### config.mk
export PLATFORM = sky130hd
export DESIGN_NAME = sudoku_game_ctrl_flat
export DESIGN_NICKNAME = d
export VERILOG_FILES = /design/src/rtl/sudoku_game_ctrl_if.sv /design/src/rtl/sudoku_game_ctrl.sv /design/src/flat_wrapper.sv
export SDC_FILE = /design/constraint.sdc
export NUM_CORES = 1
export LEC_CHECK = 0
export ABC_CLOCK_PERIOD_IN_PS = 2800
export CAP_MARGIN = 20
export CELL_PAD_IN_SITES_DETAIL_PLACEMENT = 0
export CELL_PAD_IN_SITES_GLOBAL_PLACEMENT = 1
export CORE_MARGIN = 2
export CORE_UTILIZATION = 25
export CTS_CLUSTER_SIZE = 24
export DETAILED_ROUTE_END_ITERATION = 10
export PLACE_DENSITY_LB_ADDON = 0.1
export RECOVER_POWER = 50
export SLEW_MARGIN = 20
export SYNTH_ARGS = -nofsm -noshare
export SYNTH_HDL_FRONTEND = slang
export SYNTH_SLANG_ARGS = --single-unit
### constraint.sdc
create_clock -name clk -period 2.8 [get_ports clk]
set_input_delay 0.42 -clock clk [delete_from_list [all_inputs] [get_ports clk]]
set_output_delay 0.42 -clock clk [all_outputs]
set_load 0.03 [all_outputs]
### src/rtl/sudoku_game_ctrl_if.sv
// Command and board-state bundle between the game front end and the 4x4 Sudoku sequencer.
// The master side issues load/button/digit pulses; the slave side returns the board and status.
interface sudoku_game_ctrl_if #(
  parameter int CELL_BITS = 4
);
  localparam int GRID_W = 16 * CELL_BITS;

  logic              load;
  logic [GRID_W-1:0] puzzle_in;
  logic              btn_up;
  logic              btn_down;
  logic              btn_left;
  logic              btn_right;
  logic              digit_valid;
  logic [2:0]        digit_in;

  logic [GRID_W-1:0] grid;
  logic [15:0]       fixed_mask;
  logic [1:0]        cursor_row;
  logic [1:0]        cursor_col;
  logic              error_flag;
  logic              win_flag;
  logic              busy;

  modport master (
    output load, puzzle_in, btn_up, btn_down, btn_left, btn_right, digit_valid, digit_in,
    input  grid, fixed_mask, cursor_row, cursor_col, error_flag, win_flag, busy
  );

  modport slave (
    input  load, puzzle_in, btn_up, btn_down, btn_left, btn_right, digit_valid, digit_in,
    output grid, fixed_mask, cursor_row, cursor_col, error_flag, win_flag, busy
  );
endinterface

### src/rtl/sudoku_game_ctrl.sv
// 4x4 Sudoku game sequencer: board/clue/cursor state, command handling and a
// one-unit-per-cycle conflict scan (4 rows, 4 columns, 4 boxes) after every accepted write.
module sudoku_game_ctrl #(
  parameter int N_UNITS   = 12,
  parameter int CELL_BITS = 4
) (
  input  logic              clk,
  input  logic              rst,
  sudoku_game_ctrl_if.slave bus
);
  localparam int GRID_W = 16 * CELL_BITS;

  typedef enum logic [1:0] {
    ST_IDLE,
    ST_PLAY,
    ST_CHECK,
    ST_WIN
  } state_t;

  state_t            state_reg, state_next;
  logic [GRID_W-1:0] grid_reg, grid_next;
  logic [15:0]       fixed_reg, fixed_next;
  logic [1:0]        row_reg, row_next;
  logic [1:0]        col_reg, col_next;
  logic              error_reg, error_next;
  logic              win_reg, win_next;
  logic              busy_reg, busy_next;
  logic [3:0]        unit_reg, unit_next;
  logic              conflict_acc_reg, conflict_acc_next;

  logic [GRID_W-1:0]      load_grid;
  logic [15:0]            load_fixed;
  logic [15:0]            cell_nonzero;
  logic [4*CELL_BITS-1:0] unit_vals;
  logic                   unit_conflict;
  logic                   board_full;
  logic [3:0]             cur_idx;
  logic                   scan_conflict;

  // Slot s of unit u: rows 0-3, columns 4-7, 2x2 boxes 8-11 (box b at row 2*b[1], col 2*b[0]).
  function automatic logic [3:0] cell_index(input logic [3:0] u, input logic [1:0] s);
    logic [1:0] r;
    logic [1:0] c;
    r = 2'd0;
    c = 2'd0;
    if (u < 4'd4) begin
      r = u[1:0];
      c = s;
    end else if (u < 4'd8) begin
      r = s;
      c = u[1:0];
    end else begin
      r = {u[1], s[1]};
      c = {u[0], s[0]};
    end
    return {r, c};
  endfunction

  function automatic logic dup(input logic [CELL_BITS-1:0] a, input logic [CELL_BITS-1:0] b);
    return (a != '0) && (a == b);
  endfunction

  // Out-of-range clue nibbles are treated as empty, and clue-ness follows the stored value.
  generate
    for (genvar gi = 0; gi < 16; gi++) begin : g_cells
      assign load_grid[gi*CELL_BITS +: CELL_BITS] =
        (bus.puzzle_in[gi*CELL_BITS +: CELL_BITS] <= CELL_BITS'(4))
          ? bus.puzzle_in[gi*CELL_BITS +: CELL_BITS] : '0;
      assign load_fixed[gi]   = |load_grid[gi*CELL_BITS +: CELL_BITS];
      assign cell_nonzero[gi] = |grid_reg[gi*CELL_BITS +: CELL_BITS];
    end

    for (genvar gi = 0; gi < 4; gi++) begin : g_unit
      assign unit_vals[gi*CELL_BITS +: CELL_BITS] =
        grid_reg[cell_index(unit_reg, 2'(gi))*CELL_BITS +: CELL_BITS];
    end
  endgenerate

  assign unit_conflict =
      dup(unit_vals[0*CELL_BITS +: CELL_BITS], unit_vals[1*CELL_BITS +: CELL_BITS])
    | dup(unit_vals[0*CELL_BITS +: CELL_BITS], unit_vals[2*CELL_BITS +: CELL_BITS])
    | dup(unit_vals[0*CELL_BITS +: CELL_BITS], unit_vals[3*CELL_BITS +: CELL_BITS])
    | dup(unit_vals[1*CELL_BITS +: CELL_BITS], unit_vals[2*CELL_BITS +: CELL_BITS])
    | dup(unit_vals[1*CELL_BITS +: CELL_BITS], unit_vals[3*CELL_BITS +: CELL_BITS])
    | dup(unit_vals[2*CELL_BITS +: CELL_BITS], unit_vals[3*CELL_BITS +: CELL_BITS]);

  assign board_full    = &cell_nonzero;
  assign scan_conflict = conflict_acc_reg | unit_conflict;
  assign cur_idx       = {row_reg, col_reg};

  always_comb begin
    state_next        = state_reg;
    grid_next         = grid_reg;
    fixed_next        = fixed_reg;
    row_next          = row_reg;
    col_next          = col_reg;
    error_next        = error_reg;
    win_next          = win_reg;
    busy_next         = busy_reg;
    unit_next         = unit_reg;
    conflict_acc_next = conflict_acc_reg;

    if (bus.load) begin
      grid_next         = load_grid;
      fixed_next        = load_fixed;
      row_next          = 2'd0;
      col_next          = 2'd0;
      error_next        = 1'b0;
      win_next          = 1'b0;
      busy_next         = 1'b0;
      unit_next         = 4'd0;
      conflict_acc_next = 1'b0;
      state_next        = ST_PLAY;
    end else begin
      case (state_reg)
        ST_PLAY: begin
          // A rejected digit still wins arbitration, so no button acts that cycle.
          if (bus.digit_valid) begin
            if (!fixed_reg[cur_idx] && (bus.digit_in <= 3'd4)) begin
              grid_next[cur_idx*CELL_BITS +: CELL_BITS] = CELL_BITS'(bus.digit_in);
              busy_next         = 1'b1;
              unit_next         = 4'd0;
              conflict_acc_next = 1'b0;
              state_next        = ST_CHECK;
            end
          end else if (bus.btn_up) begin
            row_next = row_reg - 2'd1;
          end else if (bus.btn_down) begin
            row_next = row_reg + 2'd1;
          end else if (bus.btn_left) begin
            col_next = col_reg - 2'd1;
          end else if (bus.btn_right) begin
            col_next = col_reg + 2'd1;
          end
        end
        ST_CHECK: begin
          conflict_acc_next = scan_conflict;
          unit_next         = unit_reg + 4'd1;
          if (unit_reg == 4'(N_UNITS - 1)) begin
            error_next = scan_conflict;
            win_next   = !scan_conflict && board_full;
            busy_next  = 1'b0;
            unit_next  = 4'd0;
            state_next = (!scan_conflict && board_full) ? ST_WIN : ST_PLAY;
          end
        end
        default: ;
      endcase
    end
  end

  always_ff @(posedge clk) begin
    if (rst) begin
      state_reg        <= ST_IDLE;
      grid_reg         <= '0;
      fixed_reg        <= '0;
      row_reg          <= 2'd0;
      col_reg          <= 2'd0;
      error_reg        <= 1'b0;
      win_reg          <= 1'b0;
      busy_reg         <= 1'b0;
      unit_reg         <= 4'd0;
      conflict_acc_reg <= 1'b0;
    end else begin
      state_reg        <= state_next;
      grid_reg         <= grid_next;
      fixed_reg        <= fixed_next;
      row_reg          <= row_next;
      col_reg          <= col_next;
      error_reg        <= error_next;
      win_reg          <= win_next;
      busy_reg         <= busy_next;
      unit_reg         <= unit_next;
      conflict_acc_reg <= conflict_acc_next;
    end
  end

  assign bus.grid       = grid_reg;
  assign bus.fixed_mask = fixed_reg;
  assign bus.cursor_row = row_reg;
  assign bus.cursor_col = col_reg;
  assign bus.error_flag = error_reg;
  assign bus.win_flag   = win_reg;
  assign bus.busy       = busy_reg;
endmodule

### src/flat_wrapper.sv
// flat-port wrapper written by rule: the top's interface ports become plain ports
module sudoku_game_ctrl_flat 
#(
  parameter int N_UNITS   = 12,
  parameter int CELL_BITS = 4
)
  (clk, rst, bus_load, bus_puzzle_in, bus_btn_up, bus_btn_down, bus_btn_left, bus_btn_right, bus_digit_valid, bus_digit_in, bus_grid, bus_fixed_mask, bus_cursor_row, bus_cursor_col, bus_error_flag, bus_win_flag, bus_busy);
  sudoku_game_ctrl_if #(.CELL_BITS(CELL_BITS)) bus_i ();
  input  logic clk;
  input  logic rst;
  input wire logic [$bits(bus_i.load)-1:0] bus_load;
  input wire logic [$bits(bus_i.puzzle_in)-1:0] bus_puzzle_in;
  input wire logic [$bits(bus_i.btn_up)-1:0] bus_btn_up;
  input wire logic [$bits(bus_i.btn_down)-1:0] bus_btn_down;
  input wire logic [$bits(bus_i.btn_left)-1:0] bus_btn_left;
  input wire logic [$bits(bus_i.btn_right)-1:0] bus_btn_right;
  input wire logic [$bits(bus_i.digit_valid)-1:0] bus_digit_valid;
  input wire logic [$bits(bus_i.digit_in)-1:0] bus_digit_in;
  output wire logic [$bits(bus_i.grid)-1:0] bus_grid;
  output wire logic [$bits(bus_i.fixed_mask)-1:0] bus_fixed_mask;
  output wire logic [$bits(bus_i.cursor_row)-1:0] bus_cursor_row;
  output wire logic [$bits(bus_i.cursor_col)-1:0] bus_cursor_col;
  output wire logic [$bits(bus_i.error_flag)-1:0] bus_error_flag;
  output wire logic [$bits(bus_i.win_flag)-1:0] bus_win_flag;
  output wire logic [$bits(bus_i.busy)-1:0] bus_busy;
  assign bus_i.load = bus_load;
  assign bus_i.puzzle_in = bus_puzzle_in;
  assign bus_i.btn_up = bus_btn_up;
  assign bus_i.btn_down = bus_btn_down;
  assign bus_i.btn_left = bus_btn_left;
  assign bus_i.btn_right = bus_btn_right;
  assign bus_i.digit_valid = bus_digit_valid;
  assign bus_i.digit_in = bus_digit_in;
  assign bus_grid = bus_i.grid;
  assign bus_fixed_mask = bus_i.fixed_mask;
  assign bus_cursor_row = bus_i.cursor_row;
  assign bus_cursor_col = bus_i.cursor_col;
  assign bus_error_flag = bus_i.error_flag;
  assign bus_win_flag = bus_i.win_flag;
  assign bus_busy = bus_i.busy;
  sudoku_game_ctrl #(.N_UNITS(N_UNITS), .CELL_BITS(CELL_BITS)) u_core (.clk(clk), .rst(rst), .bus(bus_i));
endmodule
==> key figures, run 1 <==
Layout
  • Area Overhead vs Synth: 58.8%
  • Ratio of cells with drive above 1 in the final layout: 26.4%
  • Max reg flops: 64
  • Design area: 11300 um^2
  • Diode count: 0
  • Non-Filler Instances: 1614
  • Nets: 1309
  • Final Util: 40.4%

STA
  • Max-slew headroom at the worst pin: 47.3%
  • Final setup viols: 1
  • Tightest Pin Transition: 0.783 ns
  • Final setup margin: -0.00835 ns
  • RSZ-0062 raised after global routing: true
  • Final hold violations: 0
  • Clk_skew: 0.0122 ns
  • Final Cycle Share: 100%
  • Slew Limit Fails: 0
  • Post-route minimum period: 2.81 ns
  • TNS Setup: -0.00835 ns
  • Achievable frequency: 356 MHz

Route
  • Final WL: 36.7 mm
  • WL/cell: 22.7 um
  • First drt pass iteration count: 5
  • Via density: 5.21
  • 1st-iter DRT viols: 615
  • Via count: 8413
  • DRC Markers: 0
  • Post-DRT Antenna Nets: 0

Synthesis
  • Seq/Total Area, Yosys: 26.5%
  • Post-Synth Simple-Gate Area: 29.2%
  • Mapped Area: 7090 um^2
  • Yosys cell types: 81
  • Most used DFF post-synth: dfxtp_1
  • Synthesized netlist cell count: 928
  • Post-synth ARST share: 0%
  • Post-synthesis register bit count: 94
  • XOR/XNOR share of the synthesized area: 5.56%
  • Multiplexer area fraction after synthesis: 7.87%
  • Syn. warnings: 0
  • Synth Area per Inst: 7.64 um^2
  • Largest family of logic cells by synthesized area: simple AND/OR/NAND/NOR gates
  • Complex-gate fraction of the synthesized area: 23.7%
  • Synthesized net count: 1006
  • Adder-cell share of the synthesized area: 0.529%
  • Post-synth EDFFs: 0

Critical path
  • Count of buffer and inverter cells on the critical path: 1
  • Critical path fanouts, max: 7
  • CP max-delay cell: or4_4
  • Crit path DAT: 3.10 ns
  • Critical path capture point type: flop
  • Biggest cell delay along the critical path: 0.45 ns
  • Worst setup SP type: flop
  • Largest delay share family, worst path: compound AO/OA/AOI/OAI gates
  • WP data required: 3.09 ns
  • Worst Setup Path Type: flop to flop
  • Critical-path cell list: buf_6 > and3_4 > a221o_1 > a211oi_2 > o32ai_2 > o311a_1 > o2111ai_2 > o311ai_2 > or4_4 > a21oi_2

Place
  • Detailed placement HPWL: 29.4 mm
  • Pre-CTS setup slack: -0.358 ns
  • Post-Place Cells: 1582
  • Placed inst area: 10200 um^2
  • RePlAce Congestion: 0.905
  • Count of input and output buffers: 161

Floorplanning
  • # IOs: 162
  • Row count: 61
  • Chip width: 172 um
  • Die footprint: 29700 um^2
  • Starting Density: 25.5%
  • Total core area: 27900 um^2
  • Die height: 172 um

GRT
  • Pin count of the biggest net entering global routing: 54
  • Initial antenna violation count: 0
  • Vias in the first global route: 8220
  • GRT Residual Overflow: 0
  • First-pass GRT wire length: 53.1 mm
  • Gr usage total: 24.5%

Clock network
  • CTS max path bufs: 2
  • TritonCTS clock tree: done
  • CTS root buf: clkbuf_16
  • CTS Sinks: 94
  • Post-cts hold buffer count: 0
  • CTS clock-pin slew for the worst setup and hold paths: 0.07 ns
  • Total CTS buffers: 9
  • H-tree depth reported by CTS: 3
  • Clk_lat worst skew: 0.36 ns

Min path
  • Min-Delay Path Class: flop to flop

Run status
  • Failing checks: setup timing
  • Status: finished with violations

Power and ir drop
  • Static Leak: 4.52 nW
  • Pwr dens: 309 nW/um^2
  • VDD IR max: 0.223 mV

Job
  • Max cap viols: 0
==> layout by cell type, fill, tap and decap left out, drive strengths merged, types with 23 or more instances in the layout <==
cell           count
buf              199
nor2             148
dfxtp             94
clkdlybuf4s50     85
a21oi             84
dlygate4sd3       74
nand2             73
o21ai             36
mux2i             31
nor4              29
xor2              26
nand2b            26
nor2b             23
a22oi             23
inv               23
==> power breakdown <==
group | leakage (nW) | internal, mW | switching [mW]
clock network | 0.163 | 0.815 | 0.590
logic | 3.59 | 0.309 | 0.355
registers | 0.766 | 1.36 | 0.0463
==> worst reg2reg max path: cells and delay by family, from the launching register on <==
kind                   cells  cell delay, ns
AND/OR/NAND/NOR            2            0.61
AO/OA/AOI/OAI              7            1.56
flip-flops                 1            0.41
buffers and inverters      1            0.16
==> cell type report <==
cell class	count	area (um^2)
fillers	2907	16600
multi-input cells	746	5280
repair buffers	359	3190
flip-flops and latches	94	1900
well taps	378	473
clock buffers	10	239
clock inverters	6	91.3
inverters	21	78.8
==> per-layer routing <==
layer / vias to the layer above / global-route usage (%) / share of wire [%]
met1: 4014 / 35.1 / 47
met2: 342 / 38.7 / 45
met5: - / 0 / 0
met4: 0 / 6.87 / 2.7
met3: 53 / 2.70 / 5.8
li1: 4004 / - / -
==> logic make-up after synthesis <==
family                     count (synthesis)
and+or+nand+nor                          404
AOI/OAI and AO/OA                        246
DFF                                       94
buffers and inverters                     88
muxes                                     48
xor gates and xnor gates                  45
adders and majority gates                  3
==> Yosys cell counts (all sizes together), types with 21 or more instances <==
cell type,number,share of area [%]
nor2,148,7.9
dfxtp,94,27
a21oi,84,5.9
nand2,73,3.9
buf,39,3.9
o21ai,36,2.5
mux2i,31,4.4
nor4,29,2.8
clkbuf,28,1.5
nand2b,26,2.3
xor2,26,3.2
a22oi,23,2.6
nor2b,23,2.0
nor3b,22,2.3
inv,21,1.1
==> worst paths after layout <==
kind | start | to | slack (ns) | depth (start not counted)
min | u_core.bus.busy | u_core.bus.busy | 0.48 | 2
max reg2reg | u_core.unit_reg[0] | u_core.state_reg[1] | -0.008 | 10
max | u_core.unit_reg[0] | u_core.state_reg[1] | -0.008 | 10
min reg2reg | u_core.bus.busy | u_core.bus.busy | 0.48 | 2
==> per-stage QoR <==
step                power (mW)  hold slack, ns
floorplan                 1.73           0.500
CTS                       3.49           0.499
global route              3.62           0.543
finish                    3.48           0.484
global placement          2.09           0.485
detailed placement        2.08           0.481
==> what timing repair did <==
item / 4_1_cts / 5_1_grt
gates resized for setup: 32 / 100
hold endpoints to repair: 0 / 0
buffers inserted: 7 / 10
pin swaps: 10 / 34
setup endpoints to repair: 4 / 18
Note: power is estimated with default switching activity, not from simulation.
==> run 2: changes to the inputs <==
GPL_ROUTABILITY_DRIVEN = 0   (was not set)
PLACE_DENSITY = 0.72   (was not set)
PLACE_DENSITY_LB_ADDON = not set   (was 0.1)
==> run 2 against run 1 <==
Compared with the run above: the flow now finishes without violations; final cell count fell by 0.87%; clock skew barely moved; routed wire length fell by 6.2%; largest cell class unchanged; die area did not move; utilization fell by 1.0 points; highest routed layer unchanged; critical path type unchanged.
==> key figures, run 2 (synthesized netlist as in run 1, its figures left out) <==
Run status
  • Status: finished clean

Place
  • Post-Place Cells: 1573
  • Placed inst area: 10200 um^2
  • Count of input and output buffers: 161
  • Detailed placement HPWL: 27.2 mm
  • Pre-CTS setup slack: -0.224 ns

Power and ir drop
  • Total Power: 3.32 mW
  • VDD IR max: 0.246 mV
  • Pwr dens: 302 nW/um^2
  • Static Leak: 4.39 nW

Layout
  • Number of fill cells: 2812
  • Final Util: 39.4%
  • Max reg flops: 64
  • Most frequent cells in the layout: buf_4 (165), nor2_1 (140), clkdlybuf4s50_1 (91), dfxtp_1 (89), a21oi_1 (80)
  • Commonest non-fill, non-tap cell in the layout: buf_4
  • Multi-input gate area: 5100 um^2
  • Register area: 1900 um^2
  • Diode count: 0
  • Area Overhead vs Synth: 54.7%
  • Design area: 11000 um^2
  • Non-Filler Instances: 1600
  • Ratio of cells with drive above 1 in the final layout: 23.2%
  • Nets: 1296

STA
  • Hold slack final: 0.423 ns
  • Final Cycle Share: 99.1%
  • Final hold violations: 0
  • Tightest Pin Transition: 1.32 ns
  • RSZ-0062 raised after global routing: true
  • Final setup margin: 0.0239 ns
  • Post-route minimum period: 2.78 ns
  • Slew Limit Fails: 0
  • Final setup viols: 0
  • Max-slew headroom at the worst pin: 11.8%
  • Clk_skew: 0.0126 ns
  • TNS Setup: 0 ns
  • Achievable frequency: 360 MHz

Clock network
  • CTS clock-pin slew for the worst setup and hold paths: 0.07 ns
  • CTS max path bufs: 2
  • TritonCTS clock tree: done
  • CTS root buf: clkbuf_16
  • CTS Sinks: 94
  • Total CTS buffers: 9
  • Clk_lat worst skew: 0.35 ns
  • H-tree depth reported by CTS: 3

Critical path
  • R2R depth: 10
  • Worst setup SP type: flop
  • CP max-delay cell: or4_1
  • Critical path fanouts, max: 7
  • WP data required: 3.08 ns
  • Worst Setup Path Type: flop to flop
  • Critical-path cell list: buf_6 > or3b_4 > nor2_1 > a221oi_2 > o32ai_2 > buf_4 > xor2_1 > nor4_4 > or4_1 > a21oi_1
  • Critical path capture point type: flop
  • Crit path DAT: 3.06 ns
  • Biggest cell delay along the critical path: 0.51 ns

GRT
  • GRT Residual Overflow: 0
  • First-pass GRT wire length: 49.8 mm
  • Pin count of the biggest net entering global routing: 41
  • Gr usage total: 22.5%
  • Initial antenna violation count: 0
  • Vias in the first global route: 8265

Route
  • 1st-iter DRT viols: 1054
  • Final WL: 34.4 mm
  • DRC Markers: 0
  • Via count: 8654
  • First drt pass iteration count: 6
  • Via density: 5.41
  • WL/cell: 21.5 um
  • Post-DRT Antenna Nets: 0

Floorplanning
  • # IOs: 162
  • Die footprint: 29700 um^2
  • Chip width: 172 um
  • Die height: 172 um
  • Starting Density: 25.5%
  • Row count: 61
  • Total core area: 27900 um^2

Min path
  • Hold path depth: 2
  • Min-Delay Path Class: primary input to flop

Job
  • Max cap viols: 0
[run 2: changes by cell type in the layout (fill, tap and decap cells not counted), sizes merged]
cell,change
buf,-16
bufinv,-1
clkbuf,+6
clkdlybuf4s50,+6
clkinv,-1
dlygate4sd3,-6
inv,-2
[run 2: final cells by class]
| cell class | count | share of cell area [%] |
|---|---|---|
| clock inverters | 2 | 0.319 |
| flip-flops and latches | 94 | 17.3 |
| inverters | 21 | 0.718 |
| repair buffers | 346 | 28.6 |
| clock buffers | 13 | 2.28 |
| multi-input cells | 746 | 46.5 |
| well taps | 378 | 4.31 |
[run 2: timing repair]
item | 4_1_cts | 5_1_grt
resized for setup | 23 | 66
pin swaps | 9 | 34
hold endpoints to repair | 0 | 0
setup endpoints to repair | 4 | 16
setup buffers | 6 | 6
gates cloned | 0 | 1
hold buffers | 0 | 0
[run 2: worst max-delay path, delay by kind of cell (launching register included)]
kind	cells	cell delay (ns)
compound gates	3	0.48
xor+xnor	1	0.26
buf+inv	2	0.35
flops	1	0.38
simple gates	4	1.22
[run 2: layer usage]
metal  part of all wire (%)  GRT usage, %  routed length [um]
met4                    4.6          9.79                1580
met5                      0             0                   0
met3                    8.7          3.48                2980
met1                     43          30.7               14800
met2                     44          35.2               15100
[run 2: path summary, 6_finish.rpt]
kind,startpoint,end,slack [ns]
hold / removal,rst,u_core.bus.fixed_mask[10],0.42
hold reg to reg,u_core.bus.grid[9],u_core.bus.grid[9],0.50
setup / recovery,u_core.unit_reg[1],u_core.state_reg[1],0.02
setup reg to reg,u_core.unit_reg[1],u_core.state_reg[1],0.02
[run 2: power breakdown]
group          internal (mW)  switching (mW)
clock                  0.712           0.529
sequential              1.36          0.0451
combinational          0.313           0.353
==> run 3: changes to the inputs <==
ABC_CLOCK_PERIOD_IN_PS = not set   (was 2800)
CTS_BUF_LIST = sky130_fd_sc_hd__clkbuf_16   (was not set)
==> run 3 against run 2 <==
Compared with the run above: via count is 0.60% lower; combinational power hardly changed; sequential share of layout area hardly changed; final cell count stayed put; sequential cell count stayed put; global-route usage stayed put; clock-buffer cell count is 4 lower; critical endpoint unchanged.
==> key figures, run 3 (synthesized netlist as in run 1, its figures left out) <==
Run status
  • Status: finished clean

Layout
  • Register area: 1900 um^2
  • Commonest non-fill, non-tap cell in the layout: buf_4
  • Area Overhead vs Synth: 54.6%
  • Ratio of cells with drive above 1 in the final layout: 23.2%
  • Nets: 1296
  • Diode count: 0
  • Max reg flops: 64
  • Number of fill cells: 2814
  • Most frequent cells in the layout: buf_4 (165), nor2_1 (140), clkdlybuf4s50_1 (91), dfxtp_1 (89), a21oi_1 (80)
  • Final Util: 39.4%
  • Design area: 11000 um^2
  • Multi-input gate area: 5100 um^2
  • Non-Filler Instances: 1600

Route
  • 1st-iter DRT viols: 1041
  • WL/cell: 21.4 um
  • Via density: 5.38
  • WL met3: 2.78 mm
  • Top layer in use: met4
  • Wire length on met2: 15.0 mm
  • First drt pass iteration count: 7
  • DRC Markers: 0
  • Via count: 8602
  • Post-DRT Antenna Nets: 0
  • Final WL: 34.3 mm
  • Met1 Wirelength: 14.9 mm

Floorplanning
  • Row count: 61
  • # IOs: 162
  • Total core area: 27900 um^2
  • Die height: 172 um
  • Die footprint: 29700 um^2
  • Chip width: 172 um
  • Starting Density: 25.5%

Place
  • Placed inst area: 10200 um^2
  • Detailed placement HPWL: 27.2 mm
  • Pre-CTS setup slack: -0.224 ns
  • Count of input and output buffers: 161
  • Post-Place Cells: 1573

Power and ir drop
  • Pwr dens: 298 nW/um^2
  • Reg power frac: 43.1%
  • Combinational power share: 20.3%
  • VDD IR max: 0.242 mV
  • Switching Fraction: 28.1%
  • Clock power frac: 36.6%
  • Switching pwr: 0.920 mW
  • Static Leak: 4.40 nW
  • Internal: 2.35 mW

STA
  • Post-route minimum period: 2.78 ns
  • Final setup margin: 0.0209 ns
  • Final Cycle Share: 99.3%
  • RSZ-0062 raised after global routing: true
  • Final hold violations: 0
  • Slew Limit Fails: 0
  • Achievable frequency: 360 MHz
  • Max-slew headroom at the worst pin: 14.8%
  • TNS Setup: 0 ns
  • Final setup viols: 0
  • Clk_skew: 0.0107 ns
  • Tightest Pin Transition: 1.28 ns

Clock network
  • CTS Sinks: 94
  • TritonCTS clock tree: done
  • H-tree depth reported by CTS: 3
  • CTS max path bufs: 2
  • Total CTS buffers: 9
  • CTS root buf: clkbuf_16
  • CTS clock-pin slew for the worst setup and hold paths: 0.07 ns
  • Post-cts hold buffer count: 0
  • Clk_lat worst skew: 0.35 ns

Critical path
  • Critical path fanouts, max: 7
  • Largest delay share family, worst path: simple AND/OR/NAND/NOR gates
  • Count of buffer and inverter cells on the critical path: 2
  • WP data required: 3.08 ns
  • Worst setup SP type: flop
  • Worst Setup Path Type: flop to flop
  • Biggest cell delay along the critical path: 0.51 ns
  • Critical-path cell list: buf_6 > or3b_4 > nor2_1 > a221oi_2 > o32ai_2 > buf_4 > xor2_1 > nor4_4 > or4_1 > a21oi_1
  • CP max-delay cell: or4_1
  • Crit path DAT: 3.06 ns
  • Critical path capture point type: flop

Job
  • Max cap viols: 0

GRT
  • GRT Residual Overflow: 0
  • Vias in the first global route: 8266
  • Pin count of the biggest net entering global routing: 41
  • Gr usage total: 22.5%
  • Initial antenna violation count: 0
  • First-pass GRT wire length: 49.8 mm

Min path
  • Min-Delay Path Class: primary input to flop
-- run 3: cell count changes in the layout (fill, tap and decap cells not counted), sizes merged --
cell,delta
inv,+3
clkinv,+1
clkbuf,-4
-- run 3: layer usage --
| metal | up-vias | GRT usage [%] |
|---|---|---|
| li1 | 3973 | - |
| met1 | 4031 | 30.7 |
| met2 | 502 | 35.2 |
| met3 | 96 | 3.48 |
| met4 | 0 | 9.79 |
| met5 | - | 0 |
-- run 3: what timing repair did --
item / 4_1_cts / 5_1_grt
endpoints found under the setup margin: 4 / 16
gates resized for setup: 22 / 69
pin swaps: 9 / 34
setup buffers: 6 / 6
cloned: 0 / 1
-- run 3: stage by stage --
step                power, mW  hold WS, ns
floorplan                1.73        0.500
global placement         2.08        0.477
detailed placement       2.08        0.491
CTS                      3.27        0.426
global route             3.38        0.450
finish                   3.27        0.426
-- run 3: path summary, 6_finish.rpt --
| path | start | end | slack (ns) | cells after the start |
|---|---|---|---|---|
| max reg2reg | u_core.unit_reg[1] | u_core.state_reg[1] | 0.02 | 10 |
| min reg2reg | u_core.bus.grid[9] | u_core.bus.grid[9] | 0.51 | 2 |
| min | rst | u_core.bus.fixed_mask[10] | 0.43 | 2 |
| max | u_core.unit_reg[1] | u_core.state_reg[1] | 0.02 | 10 |
-- run 3: power by group through the flow --
stage	Sequential [mW]	Combinational [mW]	Clock (mW)
after floorplan	1.48	0.244	0
after global placement	1.44	0.635	0
after detailed placement	1.44	0.637	0
after CTS	1.41	0.650	1.21
after global routing	1.41	0.712	1.26
final	1.41	0.664	1.20
-- run 3: final cells by class --
class                   instances  share of cell area (%)
inverters                      21                   0.719
clock buffers                   9                    2.05
flip-flops and latches         94                    17.3
repair buffers                346                    28.6
clock inverters                 6                   0.457
well taps                     378                    4.31
multi-input cells             746                    46.5
==> patch 1, RTL diff (config.mk and constraints of run 1) <==
`CELL_BITS` is set to 4 in 3 places; all go to 6.
--- a/src/rtl/sudoku_game_ctrl_if.sv
+++ b/src/rtl/sudoku_game_ctrl_if.sv
@@ -3,3 +3,3 @@
 interface sudoku_game_ctrl_if #(
-  parameter int CELL_BITS = 4
+  parameter int CELL_BITS = 6
 );
--- a/src/rtl/sudoku_game_ctrl.sv
+++ b/src/rtl/sudoku_game_ctrl.sv
@@ -4,3 +4,3 @@
   parameter int N_UNITS   = 12,
-  parameter int CELL_BITS = 4
+  parameter int CELL_BITS = 6
 ) (
--- a/src/flat_wrapper.sv
+++ b/src/flat_wrapper.sv
@@ -4,3 +4,3 @@
   parameter int N_UNITS   = 12,
-  parameter int CELL_BITS = 4
+  parameter int CELL_BITS = 6
 )
Interface: changed (resized bus_grid and bus_puzzle_in); port bits go from 162 to 226. No check against the original RTL was run, so the function may have changed too.
==> patch 1 against run 1 <==
  * The flow still finishes with violations (setup timing)
  * Cell area up 74%
  * Setup slack got worse by 0.29 ns
  * Clock power increased by 61%
  * Cell count increased by 61%
  * Global-route usage increased by 10 points
  * Area after synthesis up 41%
  * Routed wire length up 100%
  * Total power up 51%
  * Sequential share of layout area fell by 3.9 points
  * Sequential cell count rose by 32
  * Count of clock-buffer cells in the layout grew 7
  * Via count up 73%
  * Critical path type unchanged
==> patch 1: results (changes against run 1) <==
- The detailed router's first-iteration violation count was 1141 (+86%).
- Result of the run: finished with violations
- Most used flip-flop cell after synthesis: dfxtp_1
* Max reg flops: 96 (+50%)
- Relative slew slack: 0.495 (+0.0215)
- The number of fill cells was 3954 (+36%).
- Maximum fanout along the worst path: 5 (-2)
- The final net count is 2167 (+66%).
- Synth unique cells: 95 (+17%)
- Yosys warnings: 0 (unchanged)
- The average routed wire per standard cell came to 28.5 µm (+25%).
- Average vias per placed instance: 5.61 (+7.6%)
- The proportion of synthesized chip area in sequential cells is 0.252 (-0.0132).
- Total negative setup slack: -14.16 ns (-14.15 ns)
- Initial antenna violation count: 4 (+4)
- Clock edge transition at the registers on the reported setup and hold paths: 0.07 ns (about the same)
- The final weighted congestion in routability-driven placement was 0.963 (+6.4%).
* Setup-failing EPs final: 95 (+94)
- The total half-perimeter wirelength after legalization and detailed placement is 59600 µm (+100%).
- Number of nets in the synthesized netlist: 1473 (+46%)
- Most common library cells after synthesis: 184 x nor2_1, 131 x a21oi_1, 126 x dfxtp_1
- Number of buffers on the longest clock path: 2 (unchanged)
* Violations in the final reports: setup timing
- Static power due to leakage: 7.81 nW (+73%)
- The latest clock arrival within the worst-skew pair is 0.45 ns (+0.09 ns).
- Largest clock skew in the final design: 0.0140 ns (+0.00177 ns)
* Async SR Flop Fraction: 0 (unchanged)
- The via count of the first global-routing pass was 14300 (+74%).
* Num CTS Buffers: 17 (+8)
- The post-placement worst setup slack came to -0.605 ns (-0.247 ns).
* Top area cells in the synthesized netlist: dfxtp_1 25%, nor2_1 6.9%, a21oi_1 6.6%, nand2_1 4.3%, o21ai_0 4.2%
- Class of the tightest hold or removal check: in2reg
- The post-layout worst setup margin is -0.295 ns (-0.287 ns).
* Layout cell share with drive strength beyond 1: 0.430 (+0.166)
- The wire length of the first global-routing pass came to 103000 µm (+93%).
- Maximum resistive drop on vdd: 0.419 mV (+88%)
- Buffer type at the clock tree root: clkbuf_16
- The aggregate global-route resource usage came to 0.347 (+0.102).
* Number of iterations in the first detailed-routing pass: 7 (+2)
- Maximum number of pins on one net before global-route repair: 99 (+83%)
* H-Tree Depth: 4 (+1)
- The count of port buffers added during placement is 225 (+40%).
==> patch 1: cell type report <==
cell class | instances | area share
multi-input cells | 1120 | 0.448
clock buffers | 17 | 0.0217
repair buffers | 761 | 0.353
diodes | 3 | 0.000383
clock inverters | 15 | 0.00784
well taps | 525 | 0.0335
inverters | 26 | 0.00542
flip-flops and latches | 126 | 0.130
==> patch 1: repair_timing <==
| item | 4_1_cts | 5_1_grt |
|---|---|---|
| pin swaps | 73 | 117 |
| cloned | 2 | 2 |
| gates resized for setup | 288 | 172 |
| setup endpoints to repair | 100 | 100 |
| setup buffers | 51 | 39 |
==> patch 1: worst paths after layout <==
path                                               start                       end  slack, ns  cells past startpoint
worst max-delay path            u_core.bus.cursor_col[1]       u_core.bus.grid[73]      -0.30                     14
worst min-delay path                                 rst       u_core.bus.grid[91]       0.47                      3
worst min register to register  u_core.bus.fixed_mask[4]  u_core.bus.fixed_mask[4]       0.48                      2
worst max register to register  u_core.bus.cursor_col[1]       u_core.bus.grid[73]      -0.30                     14
==> patch 1: per-stage QoR <==
stage / cells / hold WS (ns) / total power [W] / utilization / cell area [µm²]
3_3_place_gp: 2475 / 0.466 / 0.00281 / 0.410 / 16300
2_1_floorplan: 1358 / 0.460 / 0.00223 / - / 10200
6_report: 2593 / 0.466 / 0.00526 / 0.495 / 19600
4_1_cts: 2555 / 0.487 / 0.00519 / 0.468 / 18500
5_1_grt: 2590 / 0.493 / 0.00542 / 0.495 / 19600
3_5_place_dp: 2475 / 0.478 / 0.00281 / 0.410 / 16300
==> patch 1: cell families after synthesis <==
logic type	Yosys count	share of synthesized area
flops	126	0.252
mux	56	0.0638
fa+ha+maj	8	0.0108
buf+inv	112	0.0538
xor+xnor	48	0.0450
compound gates	431	0.290
simple gates	577	0.285
==> patch 1: critical path, cell delays in order, from the launching register on <==
cell	delay (ns)
dfxtp_4	0.38
ha_4	0.13
inv_2	0.03
fa_2	0.42
xor2_4	0.19
buf_4	0.15
nor2_4	0.10
xor3_2	0.34
buf_6	0.15
or2_4	0.26
nor2_4	0.18
buf_6	0.17
a21oi_2	0.07
a222oi_1	0.28
nor2_1	0.09
==> patch 1: power breakdown <==
part | internal (W) | switching [W] | total [W]
registers | 0.00181 | 0.0000372 | 0.00184
logic | 0.000555 | 0.000603 | 0.00116
clock network | 0.00125 | 0.00101 | 0.00226
total | 0.00361 | 0.00165 | 0.00526
==> patch 1: layer usage <==
metal  GRT usage  vias to the layer above  part of all wire  wire, µm
li1            -                     6536                 -         -
met1       0.443                     7128              0.42     30800
met2       0.551                      715              0.45     33600
met3      0.0717                      166             0.076      5610
met4       0.185                        2             0.053      3920
met5           0                        -           0.00012         9
==> patch 2, RTL diff (flow settings as in run 1) <==
Made on the original files. Re-encode `state_t` (4 states) as one-hot, 4 bits wide.
--- a/src/rtl/sudoku_game_ctrl.sv
+++ b/src/rtl/sudoku_game_ctrl.sv
@@ -12,7 +12,7 @@
 
-  typedef enum logic [1:0] {
-    ST_IDLE,
-    ST_PLAY,
-    ST_CHECK,
-    ST_WIN
+  typedef enum logic [3:0] {
+    ST_IDLE  = 4'b0001,
+    ST_PLAY  = 4'b0010,
+    ST_CHECK = 4'b0100,
+    ST_WIN   = 4'b1000
   } state_t;
Check against the original RTL: same outputs for any inputs over 4 cycles, from zero or initial values and one cycle with rst high; so few cycles prove little.
==> patch 2 against run 1 <==
  * Area after synthesis is 3.0% lower
  * Cell area grew 2.1%
  * Total power grew 3.8%
  * Routed wire length increased by 4.5%
  * The run still ends with setup timing left
  * Setup slack worse by 0.17 ns
  * Sequential cell count up 1
  * Via count up 3.4%
  * Combinational power is 15% higher
  * Clock skew grew 0.0066 ns
  * Die area shrank 2.9%
==> patch 2: results (changes against run 1) <==
- The number of placement rows came to 60 (-1.6%).
- CTS-repair resized insts: 85 (+170%)
- Ranked by instance count, the synthesized netlist is headed by 139 x nor2_1, 95 x dfxtp_1, 71 x a21oi_1.
- The final reports fail on setup timing.
* Routability congestion estimate: 0.928 (+2.6%)
* Wire length the detailed router placed on met1: 17400 µm (+0.88%)
* Sequential share of the synthesized area: 0.276 (+0.0111)
- The worst endpoint data arrival time was 3.21 ns (+0.11 ns).
- Routed via count: 8701 (+3.4%)
- Static power due to leakage: 4.46 nW (-1.2%)
- The post-synth net total is 994 (-1.2%).
- Routed length on met3: 1940 µm (-9.0%)
* Met1 routing resource usage after global routing: 0.350 (-0.00107)
- Layout cell share with drive strength beyond 1: 0.300 (+0.0363)
- The fraction of standard cell area in multi-input logic is 0.456 (-0.0128).
- The global routing met3 resource utilization came to 0.0374 (+0.0104).
- The post-placement worst setup slack is -0.469 ns (-0.111 ns).
- Class of the tightest hold or removal check: in2reg
- The post-layout worst setup margin is -0.183 ns (-0.175 ns).
- The total half-perimeter wirelength after legalization and detailed placement came to 30400 µm (+3.6%).
* Maximum number of pins on one net before global-route repair: 34 (-37%)
- The non-clock buffer total of the final layout is 393 (+9.5%).
* Synth unique cells: 78 (-3.7%)
- The run finished, with violations left.
* Footprint of the multi-input gates: 0.00525 mm² (-0.69%)
- Setup-failing EPs final: 12 (+11)
* Met2 GRT Util: 0.426 (+0.0390)
- The switching power came to 0.00108 W (+9.2%).
* CP peak stage delay: 0.41 ns (-0.04 ns)
- Multi-Input Combinational: 742 (-0.54%)
- FILL cells: 2802 (-3.6%)
- The wire length of the first global-routing pass came to 55800 µm (+5.1%).
- Worst reg2reg path depth: 13 (+3)
- The number of detailed-routing iterations run before antenna repair was 6 (+1).
- The smallest hold slack is 0.409 ns (-0.0755 ns).
* Share of cell area taken by flip-flops and latches: 0.167 (-0.00173)
- Cell count after placement: 1545 (-2.3%)
- The highest ir drop seen on vdd was 0.248 mV (+11%).
- The inverter count is 17 (-19%).
- Fraction of area in non-clock buffers: 0.306 (+0.0219)
- The cell count after synthesis came to 916 (-1.3%).
- The detailed router's first-iteration violation count came to 674 (+9.6%).
* Sequential fraction of design power: 0.394 (-0.011)
- The buffers inserted during post-CTS setup optimization was 24 (+17).
## patch 2: changes by cell type in the layout (fill, tap and decap cells not counted), sizes merged, moves of 16 or more
cell	delta
nand3	+21
dlygate4sd3	-23
mux2i	-16
buf	+29
nor3	+40
clkdlybuf4s50	+23
## patch 2: cell families after synthesis
group,Yosys count,synth area share
xor+xnor,36,0.0458
fa+ha+maj,3,0.00546
buf+inv,79,0.0571
simple gates,412,0.302
compound gates,268,0.268
mux,23,0.0453
flops,95,0.276
## patch 2: worst min-delay path by stage
stage	start	end	slack, ns
2_1_floorplan	u_core.conflict_acc_reg	u_core.conflict_acc_reg	0.45
3_3_place_gp	u_core.bus.win_flag	u_core.bus.win_flag	0.47
3_5_place_dp	u_core.bus.win_flag	u_core.bus.win_flag	0.50
4_1_cts	rst	u_core.bus.fixed_mask[6]	0.40
5_1_grt	rst	u_core.bus.fixed_mask[9]	0.42
6_report	rst	u_core.bus.fixed_mask[14]	0.41
